File: src/rtl/seq_div_pkg.sv
// seq_div_pkg: shared types and bit-level cell helpers for seq_approx_divider.
//   state_e     : controller state encoding (IDLE -> CALC -> DONE)
//   exact_cell  : full subtractor cell, returns {bout, diff}
//   approx_cell : approximate subtractor cell, returns {bout, diff}
package seq_div_pkg;

  typedef enum logic [1:0] {
    ST_IDLE = 2'd0,
    ST_CALC = 2'd1,
    ST_DONE = 2'd2
  } state_e;

  // Exact borrow-ripple cell: x - y - bin.
  function automatic logic [1:0] exact_cell(input logic x, input logic y, input logic bin);
    logic diff;
    logic bout;
    diff = x ^ y ^ bin;
    bout = (~x & y) | (~(x ^ y) & bin);
    return {bout, diff};
  endfunction

  // Approximate cell: the difference ignores y, and the borrow only
  // compares y with the incoming borrow.
  function automatic logic [1:0] approx_cell(input logic x, input logic y, input logic bin);
    logic diff;
    logic bout;
    diff = x ^ bin;
    bout = ~(y ^ bin);
    return {bout, diff};
  endfunction

endpackage

File: src/rtl/div_row.sv
// div_row: one combinational restoring-division row.
//   p_i         : partial remainder {rem, n[i]} (W+1 bits)
//   d_i         : divisor (W bits)
//   row_i       : current row index i
//   approx_en_i : enable approximate cells for this operation
//   q_bit_o     : resolved quotient bit for row i
//   rem_o       : next partial remainder (W bits)
module div_row
  import seq_div_pkg::*;
#(
  parameter int W            = 8,
  parameter int APPROX_DEPTH = 6,
  parameter int IW           = $clog2(W)
) (
  input  logic [W:0]    p_i,
  input  logic [W-1:0]  d_i,
  input  logic [IW-1:0] row_i,
  input  logic          approx_en_i,
  output logic          q_bit_o,
  output logic [W-1:0]  rem_o
);

  logic [W-1:0] diff_s;
  logic         borrow_s;
  logic [1:0]   cell_s;

  // Ripple the borrow across columns 0..W-1, choosing the cell type per column.
  always_comb begin
    diff_s   = '0;
    borrow_s = 1'b0;
    cell_s   = 2'b00;
    for (int j = 0; j < W; j++) begin
      if (approx_en_i && ((int'(row_i) + j) < APPROX_DEPTH)) begin
        cell_s = approx_cell(p_i[j], d_i[j], borrow_s);
      end else begin
        cell_s = exact_cell(p_i[j], d_i[j], borrow_s);
      end
      diff_s[j] = cell_s[0];
      borrow_s  = cell_s[1];
    end
    // The subtraction succeeds if P's top bit covers the final borrow.
    q_bit_o = p_i[W] | ~borrow_s;
    if (q_bit_o) begin
      rem_o = diff_s;
    end else begin
      rem_o = p_i[W-1:0];
    end
  end

endmodule

File: src/rtl/seq_approx_divider.sv
// seq_approx_divider: sequential 2W/W restoring divider, one quotient bit
// per cycle, with optionally approximate low-order subtractor cells.
//   clk, rst            : clock, synchronous active-high reset
//   in_valid/in_ready   : request handshake (n_in, d_in, approx_en captured)
//   out_valid/out_ready : result handshake
//   q_out, r_out        : quotient and remainder (zero outside DONE)
//   dbz, ovf            : divide-by-zero and quotient-overflow flags
module seq_approx_divider
  import seq_div_pkg::*;
#(
  parameter int W            = 8,
  parameter int APPROX_DEPTH = 6
) (
  input  logic           clk,
  input  logic           rst,
  input  logic           in_valid,
  output logic           in_ready,
  input  logic [2*W-1:0] n_in,
  input  logic [W-1:0]   d_in,
  input  logic           approx_en,
  output logic           out_valid,
  input  logic           out_ready,
  output logic [W-1:0]   q_out,
  output logic [W-1:0]   r_out,
  output logic           dbz,
  output logic           ovf
);

  localparam int IW = $clog2(W);
  localparam logic [IW-1:0] ROW_TOP = IW'(W - 1);
  localparam logic [IW-1:0] ROW_ONE = IW'(1);

  state_e        state_q;
  logic [W-1:0]  rem_q;
  logic [W-1:0]  n_lo_q;
  logic [W-1:0]  d_q;
  logic          approx_q;
  logic [IW-1:0] row_q;
  logic [W-1:0]  quo_q;
  logic          dbz_flag_q;
  logic          ovf_flag_q;
  logic          in_ready_q;
  logic          out_valid_q;
  logic [W-1:0]  q_out_q;
  logic [W-1:0]  r_out_q;
  logic          dbz_q;
  logic          ovf_q;

  logic [W:0]    row_p_d;
  logic          row_qbit_d;
  logic [W-1:0]  row_rem_d;
  logic [W-1:0]  quo_d;

  assign row_p_d = {rem_q, n_lo_q[row_q]};
  // Quotient bits arrive MSB first, so a left shift lands them in place.
  assign quo_d   = {quo_q[W-2:0], row_qbit_d};

  div_row #(
    .W            (W),
    .APPROX_DEPTH (APPROX_DEPTH),
    .IW           (IW)
  ) u_row (
    .p_i         (row_p_d),
    .d_i         (d_q),
    .row_i       (row_q),
    .approx_en_i (approx_q),
    .q_bit_o     (row_qbit_d),
    .rem_o       (row_rem_d)
  );

  // Controller FSM, datapath registers and registered outputs.
  always_ff @(posedge clk) begin
    if (rst) begin
      state_q     <= ST_IDLE;
      rem_q       <= '0;
      n_lo_q      <= '0;
      d_q         <= '0;
      approx_q    <= 1'b0;
      row_q       <= ROW_TOP;
      quo_q       <= '0;
      dbz_flag_q  <= 1'b0;
      ovf_flag_q  <= 1'b0;
      in_ready_q  <= 1'b1;
      out_valid_q <= 1'b0;
      q_out_q     <= '0;
      r_out_q     <= '0;
      dbz_q       <= 1'b0;
      ovf_q       <= 1'b0;
    end else begin
      case (state_q)
        ST_IDLE: begin
          if (in_valid && in_ready_q) begin
            rem_q      <= n_in[2*W-1:W];
            n_lo_q     <= n_in[W-1:0];
            d_q        <= d_in;
            approx_q   <= approx_en;
            row_q      <= ROW_TOP;
            quo_q      <= '0;
            dbz_flag_q <= (d_in == '0);
            ovf_flag_q <= (n_in[2*W-1:W] >= d_in);
            in_ready_q <= 1'b0;
            state_q    <= ST_CALC;
          end
        end
        ST_CALC: begin
          rem_q <= row_rem_d;
          quo_q <= quo_d;
          if (row_q == '0) begin
            state_q     <= ST_DONE;
            out_valid_q <= 1'b1;
            // Divide-by-zero overrides the array result; latency is unchanged.
            q_out_q     <= dbz_flag_q ? {W{1'b1}} : quo_d;
            r_out_q     <= dbz_flag_q ? n_lo_q : row_rem_d;
            dbz_q       <= dbz_flag_q;
            ovf_q       <= ovf_flag_q;
          end else begin
            row_q <= row_q - ROW_ONE;
          end
        end
        ST_DONE: begin
          if (out_ready) begin
            state_q     <= ST_IDLE;
            out_valid_q <= 1'b0;
            in_ready_q  <= 1'b1;
            row_q       <= ROW_TOP;
            q_out_q     <= '0;
            r_out_q     <= '0;
            dbz_q       <= 1'b0;
            ovf_q       <= 1'b0;
          end
        end
        default: begin
          state_q     <= ST_IDLE;
          in_ready_q  <= 1'b1;
          out_valid_q <= 1'b0;
          row_q       <= ROW_TOP;
          q_out_q     <= '0;
          r_out_q     <= '0;
          dbz_q       <= 1'b0;
          ovf_q       <= 1'b0;
        end
      endcase
    end
  end

  assign in_ready  = in_ready_q;
  assign out_valid = out_valid_q;
  assign q_out     = q_out_q;
  assign r_out     = r_out_q;
  assign dbz       = dbz_q;
  assign ovf       = ovf_q;

endmodule

File: config.mk
export PLATFORM = sky130hd
export DESIGN_NAME = seq_approx_divider
export DESIGN_NICKNAME = d
export VERILOG_FILES = /design/src/rtl/seq_div_pkg.sv /design/src/rtl/div_row.sv /design/src/rtl/seq_approx_divider.sv
export SDC_FILE = /design/constraint.sdc
export NUM_CORES = 1
export LEC_CHECK = 0
export CORE_UTILIZATION = 50
export CTS_CLUSTER_DIAMETER = 30
export DETAILED_ROUTE_END_ITERATION = 12
export PLACE_DENSITY = 0.77
export SYNTH_ARGS = -nofsm -noshare
export SYNTH_HDL_FRONTEND = slang
export SYNTH_HIERARCHICAL = 1
export SYNTH_SLANG_ARGS = --single-unit
export TNS_END_PERCENT = 30
File: constraint.sdc
create_clock -name clk -period 4 [get_ports clk]
set_input_delay 0.8 -clock clk [delete_from_list [all_inputs] [get_ports clk]]
set_output_delay 0.8 -clock clk [all_outputs]
set_load 0.01 [all_outputs]
; Word level (Yosys, flattened, before mapping)
; Cells that the tools add are included.
[op_classes]
n_bitwise = 78
n_addsub = 8
n_lt_le_gt_ge = 10
reduce_logical = 19
n_mux = 40
n_eq_ne = 6
[ops]
columns = op, n
row1 = "32-bit by 4-bit less-than comparator with 1-bit output, second input constant", 7
row2 = 8-bit two-way mux, 7
row3 = 8-bit one-hot mux with 3 select lines, 2
row4 = 1-bit XOR, 29
row5 = 1-bit NOT, 26
row6 = 2-bit two-way mux, 11
row7 = "3-bit by 3-bit adder with 4-bit output, second input constant", 4
row8 = 8-bit one-hot mux with 2 select lines, 1
row9 = 1-bit AND, 15
row10 = 7-bit one-hot mux with 2 select lines, 1
row11 = 1-bit one-hot mux with 3 select lines, 4
row12 = 3-bit AND reduction, 4
row13 = 1-bit logical AND, 9
row14 = 3-bit two-way mux, 3
row15 = 3-bit one-hot mux with 3 select lines, 1
row16 = "3-bit by 2-bit adder with 4-bit output, second input constant", 2
row17 = 8-bit >= comparator, 1
row18 = 8-bit logical NOT, 1
row19 = "2-bit inequality test, second input constant", 4
row20 = 1-bit OR, 8
row21 = 1-bit two-way mux, 7
row22 = 7-bit two-way mux, 1
row23 = 2-bit one-hot mux with 3 select lines, 1
row24 = "3-bit by 1-bit adder with 4-bit output, second input constant", 1
row25 = 10 further kinds, 11
[word_totals]
wordCells = 176
output_inout_bits = 20
inputBits = 29
regBits = 59

; Logic depth before layout (Yosys ltp)
[logic_depth]
word_depth = 32
mapped_depth = 20
ltp_nobuf = 19

; Modules after synthesis
; The synthesis kept the hierarchy.
[by_module_without_submodules]
columns = module, area_each_um2, cells_per_inst, seq_area_each_um2, instances
row1 = seq_approx_divider, 2590.0, 301, 1181.1, 1
row2 = div_row, 1063.5, 148, 0.0, 1

; Least setup slack after synthesis
; OpenSTA, ideal clock, no wires.
[synth_timing]
kind = register to register
start = register row_q[0]
end = register r_out_q[7], in the netlist r_out[7]
path_buffers = 0
t_arrival_ns = 4.228
slack_ns = -0.356
stages_incl_launch_ff = 20
setup_ns = 0.128
t_required_ns = 3.872
synth_period_minus_slack_ns = 4.356
path_cell_list = dfxtp_1 mux4_2 nand2_1 nand2_1 inv_1 ha_1 mux2i_2 nand2_1 o221a_4 mux2i_1 a2111oi_4 mux2i_1 o211ai_2 a41oi_2 a21oi_4 o21bai_1 a221o_1 mux2_2 a22oi_1 nor2_1
[synth_via]
elab_chain_len = 32
elab_cells_between_ends = 74
classes_between = add/sub (7) / order compare (8) / eq/ne (1) / mux (14) / bitwise (34) / reduce/logical (10)
[synth_lines]
columns = item, line_no
row1 = from (decl), seq_approx_divider.sv:38  ; logic [IW-1:0] row_q;
row2 = from (signal assigned), seq_approx_divider.sv:117  ; row_q <= row_q - ROW_ONE;
row3 = 1-bit binary-select mux with 3-bit select *, seq_approx_divider.sv:54  ; assign row_p_d = {rem_q, n_lo_q[row_q]};
row4 = 1-bit two-way mux (not written as such) *, seq_approx_divider.sv:54
row5 = net row_p_d[0], seq_approx_divider.sv:49  ; logic [W:0] row_p_d;
row6 = 1-bit NOT *, seq_div_pkg.sv:18  ; bout = (~x & y) | (~(x ^ y) & bin);
row7 = 1-bit AND *, seq_div_pkg.sv:18
row8 = 2-bit two-way mux *, div_row.sv:33  ; if (approx_en_i && ((int'(row_i) + j) < APPROX_DEPTH)) begin
row9 = 1-bit AND / 1-bit XOR (equally long branches), "seq_div_pkg.sv:18, seq_div_pkg.sv:28"
row10 = 1-bit OR / 1-bit NOT (equally long branches), "seq_div_pkg.sv:18, seq_div_pkg.sv:28"
row11 = [... 18 more ...], --
row12 = 2-bit two-way mux *, div_row.sv:33
row13 = 1-bit NOT, div_row.sv:42  ; q_bit_o = p_i[W] | ~borrow_s;
row14 = 1-bit OR, div_row.sv:42
row15 = 8-bit two-way mux *, div_row.sv:43  ; if (q_bit_o) begin
row16 = net row_rem_d[7], seq_approx_divider.sv:51  ; logic [W-1:0] row_rem_d;
row17 = 8-bit two-way mux *, seq_approx_divider.sv:113  ; r_out_q <= dbz_flag_q ? n_lo_q : row_rem_d;
row18 = 8-bit two-way mux *, seq_approx_divider.sv:108  ; if (row_q == '0) begin
row19 = 8-bit one-hot mux with 3 select lines *, seq_approx_divider.sv:90  ; case (state_q)
row20 = to (signal assigned), seq_approx_divider.sv:113
row21 = to (decl), seq_approx_divider.sv:45  ; logic [W-1:0] r_out_q;
; The timed path passes the listed nets; every way through them passes the cells marked *. The select of a mux whose other input is x is not followed.
; A chain may end at the register's enable or synchronous reset.

; Worst setup path in the final report
[layout_timing]
start = register row_q[0]
end = register r_out_q[5], in the netlist r_out[5]
[layout_via]
elab_chain_len = 32
elab_cells_between_ends = 74
classes_between = add/sub (7) / order compare (8) / eq/ne (1) / mux (14) / bitwise (34) / reduce/logical (10)
[layout_lines]
columns = item, line_no
row1 = 1-bit binary-select mux with 3-bit select *, seq_approx_divider.sv:54
row2 = 1-bit two-way mux (not written as such) *, seq_approx_divider.sv:54
row3 = net row_p_d[0], seq_approx_divider.sv:49
row4 = 1-bit NOT *, seq_div_pkg.sv:18
row5 = 1-bit AND *, seq_div_pkg.sv:18
row6 = 2-bit two-way mux *, div_row.sv:33
row7 = 1-bit AND / 1-bit XOR (equally long branches), "seq_div_pkg.sv:18, seq_div_pkg.sv:28"
row8 = 1-bit OR / 1-bit NOT (equally long branches), "seq_div_pkg.sv:18, seq_div_pkg.sv:28"
row9 = [... 18 more ...], --
row10 = 2-bit two-way mux, div_row.sv:33
row11 = 1-bit NOT, div_row.sv:42
row12 = 1-bit OR, div_row.sv:42
row13 = 8-bit two-way mux *, div_row.sv:43
row14 = net row_rem_d[5], seq_approx_divider.sv:51
row15 = 8-bit two-way mux *, seq_approx_divider.sv:113
row16 = 8-bit two-way mux *, seq_approx_divider.sv:108
row17 = 8-bit one-hot mux with 3 select lines *, seq_approx_divider.sv:90
; Marks and branches as above.

==> flow_metrics.py <==
metrics = {
    "synthesis": {
        "yosys.area.top_type": "dfxtp_1",
        "synthCells": 449,
        "netlist_area_um2": 3650,
        "yosysWarnings": 6,
        "synth.area.top_cells": "dfxtp_1 32%, nand2_1 8.2%, a21oi_1 7.4%",
        "syn_avg_cell_area_um2": 8.14,
        "syn-num-nets": 498,
        "synthFlopType": "dfxtp_1",
        "synth_seq_cells": 59,
        "yosys.area.top_type_share_pct": 32.3,
        "async_reset_ff_share_pct": 0,
        "ys_seq_area_share_pct": 32.3,
        "synth_cell_type_count": 66,
        "synth_edf_count": 0,
    },
    "setup_path": {
        "setup.worst_path.start_class": "flop",
        "cp.required_ns": 4.19,
        "crit_arrival_ns": 4.61,
        "end_kind": "flop",
        "cp_max_fo": 7,
        "crit_type": "flop to flop",
    },
    "sta": {
        "hold_viol": 0,
        "min_period_ns": 4.42,
        "skew_ns": 0.0102,
        "fin_ws_ns": -0.422,
        "tns_ns": -3.51,
        "min_period_over_period_pct": 111,
        "grt_setup_unrepaired": "yes",
        "worst_pin_slew_ns": 1.03,
        "slew_violations": 0,
        "setup_violations": 15,
        "fmax_mhz": 226,
        "slew_headroom_pct": 31.2,
        "timing.hold.ws_ns": 0.457,
    },
    "detailed_routing": {
        "avgViaCountPerCell": 5.74,
        "wl_per_cell_um": 15.5,
        "via_count": 3657,
        "drc": 0,
        "routed_wl_mm": 9.88,
        "drtAntennaViolNets": 0,
        "drtIter0Drc": 253,
        "detail_route.first_pass.iterations": 5,
    },
    "pwr": {
        "p_int_mw": 1.42,
        "comb_power_share_pct": 44.2,
        "pwr-share-seq_pct": 30.9,
        "powerDensity_nw_per_um2": 459,
        "switchingPower_mw": 0.794,
        "clkPwrFrac_pct": 24.8,
        "p_sw_share_pct": 35.9,
        "total_power_mw": 2.21,
        "peakVddDrop_mv": 0.311,
        "p_leak_nw": 1.90,
    },
    "final_layout": {
        "finalInstanceArea_um2": 4820,
        "syn_to_final_growth_pct": 31.9,
        "drive_gt1_share_pct": 20.7,
        "n_antenna_cell": 0,
        "fin_nets": 585,
    },
    "floorplan": {
        "core_region_area_um2": 6940,
        "die_x_um": 87.5,
        "die_y_um": 87.5,
        "die-area_um2": 7650,
        "rows": 30,
        "start_util_pct": 52.6,
        "pin_count": 49,
    },
    "placed_design": {
        "numPortBuffers": 48,
        "placed_cell_area_um2": 4480,
        "dp_hpwl_mm": 6.96,
        "gp_congestion": 0.907,
    },
    "flow_run": {
        "max_cap_violations": 0,
    },
    "cts": {
        "clockRootBuffer": "clkbuf_8",
        "hold_buffers": 0,
        "clock_path_buffers": 2,
        "cts.sinks": 59,
        "htree_levels": 3,
        "worstSkewPairLatency_ns": 0.33,
        "numCtsBuffers": 9,
        "cts_tree": "done",
        "path_clk_slew_ns": 0.07,
    },
    "global_route": {
        "grt_max_degree": 58,
        "antenna_found_initial": 0,
        "grt_pass1_wl_mm": 16.0,
        "grt_pass1_vias": 3368,
        "grt_usage_pct": 27.0,
        "overflow": 0,
    },
    "run_status": {
        "status": "finished with violations",
        "violations": "setup timing",
    },
    "worst_hold_path": {
        "hold_path.class": "flop to flop",
    },
}
==> Yosys cell counts (2+ instances only) <==
| library cell | n |
|---|---|
| a22oi_1 | 18 |
| o21ai_0 | 14 |
| a21boi_0 | 3 |
| nor2_1 | 28 |
| nand2_1 | 80 |
| and2_1 | 2 |
| nor4_1 | 3 |
| a211oi_2 | 3 |
| o221ai_1 | 2 |
| nor3_1 | 7 |
| buf_2 | 5 |
| nor2b_1 | 4 |
| mux4_2 | 2 |
| buf_6 | 4 |
| xor2_1 | 3 |
| nand3_1 | 13 |
| a2111oi_2 | 3 |
| o21a_1 | 3 |
| o21bai_1 | 2 |
| clkbuf_1 | 9 |
| o22ai_1 | 2 |
| dfxtp_1 | 59 |
| ha_1 | 20 |
| o31ai_1 | 4 |
| a21o_1 | 5 |
| a21oi_1 | 54 |
| and3_1 | 3 |
| o2111a_1 | 2 |
| mux2i_1 | 6 |
| mux2_2 | 9 |
| a211oi_1 | 5 |
| inv_1 | 28 |
| o21ai_1 | 2 |
| nand2b_1 | 7 |
| or3_1 | 4 |
==> power groups by stage <==
| stage | registers (mW) | logic, mW | clock network (mW) |
|---|---|---|---|
| 6_report | 0.684 | 0.978 | 0.550 |
| 3_3_place_gp | 0.693 | 0.835 | 0 |
| 5_1_grt | 0.690 | 1.05 | 0.589 |
| 4_1_cts | 0.683 | 0.950 | 0.559 |
| 3_5_place_dp | 0.696 | 0.854 | 0 |
| 2_1_floorplan | 0.682 | 0.577 | 0 |
==> area by class of cell <==
cell class | count | area, um^2
clock buffers | 10 | 138
clock inverters | 6 | 65.1
fillers | 538 | 2130
inverters | 28 | 105
multi-input cells | 340 | 2350
flip-flops and latches | 59 | 1190
well taps | 96 | 120
repair buffers | 98 | 855
==> state kept, by name, summed over array words and instances, names as in the netlist <==
register and flops:
ovf 1, q_out 8, n_lo_q 8, in_ready 1
row_q 3, dbz 1, rem_q 8, r_out 8
state_q 2, out_valid 1, approx_q 1, dbz_flag_q 1
d_q 8, quo_q 7, ovf_flag_q 1
==> layer usage <==
metal  vias to the layer above  GRT usage (%)  wire [um]
met1                      1717           36.1       4480
met2                       133           41.8       4550
li1                       1782              -          -
met4                         0           11.9        285
met5                         -              0          0
met3                        25           5.78        560
==> through the flow <==
step | setup slack, ns | instances | utilization, %
floorplan | -0.156 | 449 | -
detailed placement | -0.383 | 615 | 64.5
global route | -0.721 | 637 | 69.4
CTS | -0.377 | 637 | 69.2
finish | -0.422 | 637 | 69.4
global placement | -0.259 | 615 | 64.5
==> worst paths after layout <==
path,start,endpoint,slack (ns),cells after the start
setup / recovery,row_q[0],r_out[5],-0.42,20
hold / removal,q_out[6],q_out[6],0.46,2
setup reg to reg,row_q[0],r_out[5],-0.42,20
hold reg to reg,q_out[6],q_out[6],0.46,2
==> worst max-delay path: stages (launching register included) <==
cell,delay (ns)
dfxtp_4,0.39
mux4_2,0.50
nand2_1,0.08
nand2_1,0.06
inv_1,0.07
ha_2,0.18
mux2i_4,0.08
o221a_4,0.30
buf_4,0.14
mux2i_1,0.14
a2111oi_4,0.28
mux2i_2,0.31
o21a_1,0.23
a31o_1,0.23
a21oi_4,0.11
buf_4,0.18
o31ai_1,0.34
o21ai_2,0.16
mux2_2,0.28
a22oi_1,0.14
nor2_1,0.05
==> layout by cell type (no fill, tap or decap), types with 3 or more instances in the layout <==
master / Yosys / layout
or3_1: 4 / 4
a21oi_1: 54 / 51
buf_4: 1 / 49
nor3_1: 7 / 7
xor2_1: 3 / 3
dfxtp_1: 59 / 57
mux2_2: 9 / 7
nor4_1: 3 / 3
mux2i_1: 6 / 4
nor2_1: 28 / 28
a21boi_0: 3 / 3
a2111oi_4: 1 / 4
a21oi_2: 1 / 4
o21ai_0: 14 / 14
a22oi_1: 18 / 16
a211oi_1: 5 / 5
o31ai_1: 4 / 3
clkdlybuf4s50_1: 0 / 47
o21a_1: 3 / 3
nor2b_1: 4 / 4
nand2b_1: 7 / 7
ha_1: 20 / 19
nand3_1: 13 / 13
clkbuf_8: 0 / 10
inv_1: 28 / 28
and3_1: 3 / 3
nand2_1: 80 / 79
a21o_1: 5 / 5
==> what timing repair did <==
| action | in CTS | in global routing |
|---|---|---|
| pin swaps | 12 | 2 |
| endpoints found under the hold margin | 0 | 0 |
| gates resized for setup | 13 | 3 |
| endpoints found under the setup margin | 16 | 18 |
| buffers inserted | 6 | 0 |
==> cells by family after synthesis <==
logic type / Yosys count / synth area share (%)
mux: 18 / 6.03
simple gates: 158 / 19.5
flops: 59 / 32.3
xor+xnor: 4 / 0.959
buf+inv: 50 / 6.57
fa+ha+maj: 20 / 6.85
compound gates: 140 / 27.8
Note: power is estimated with default switching activity, not from simulation.
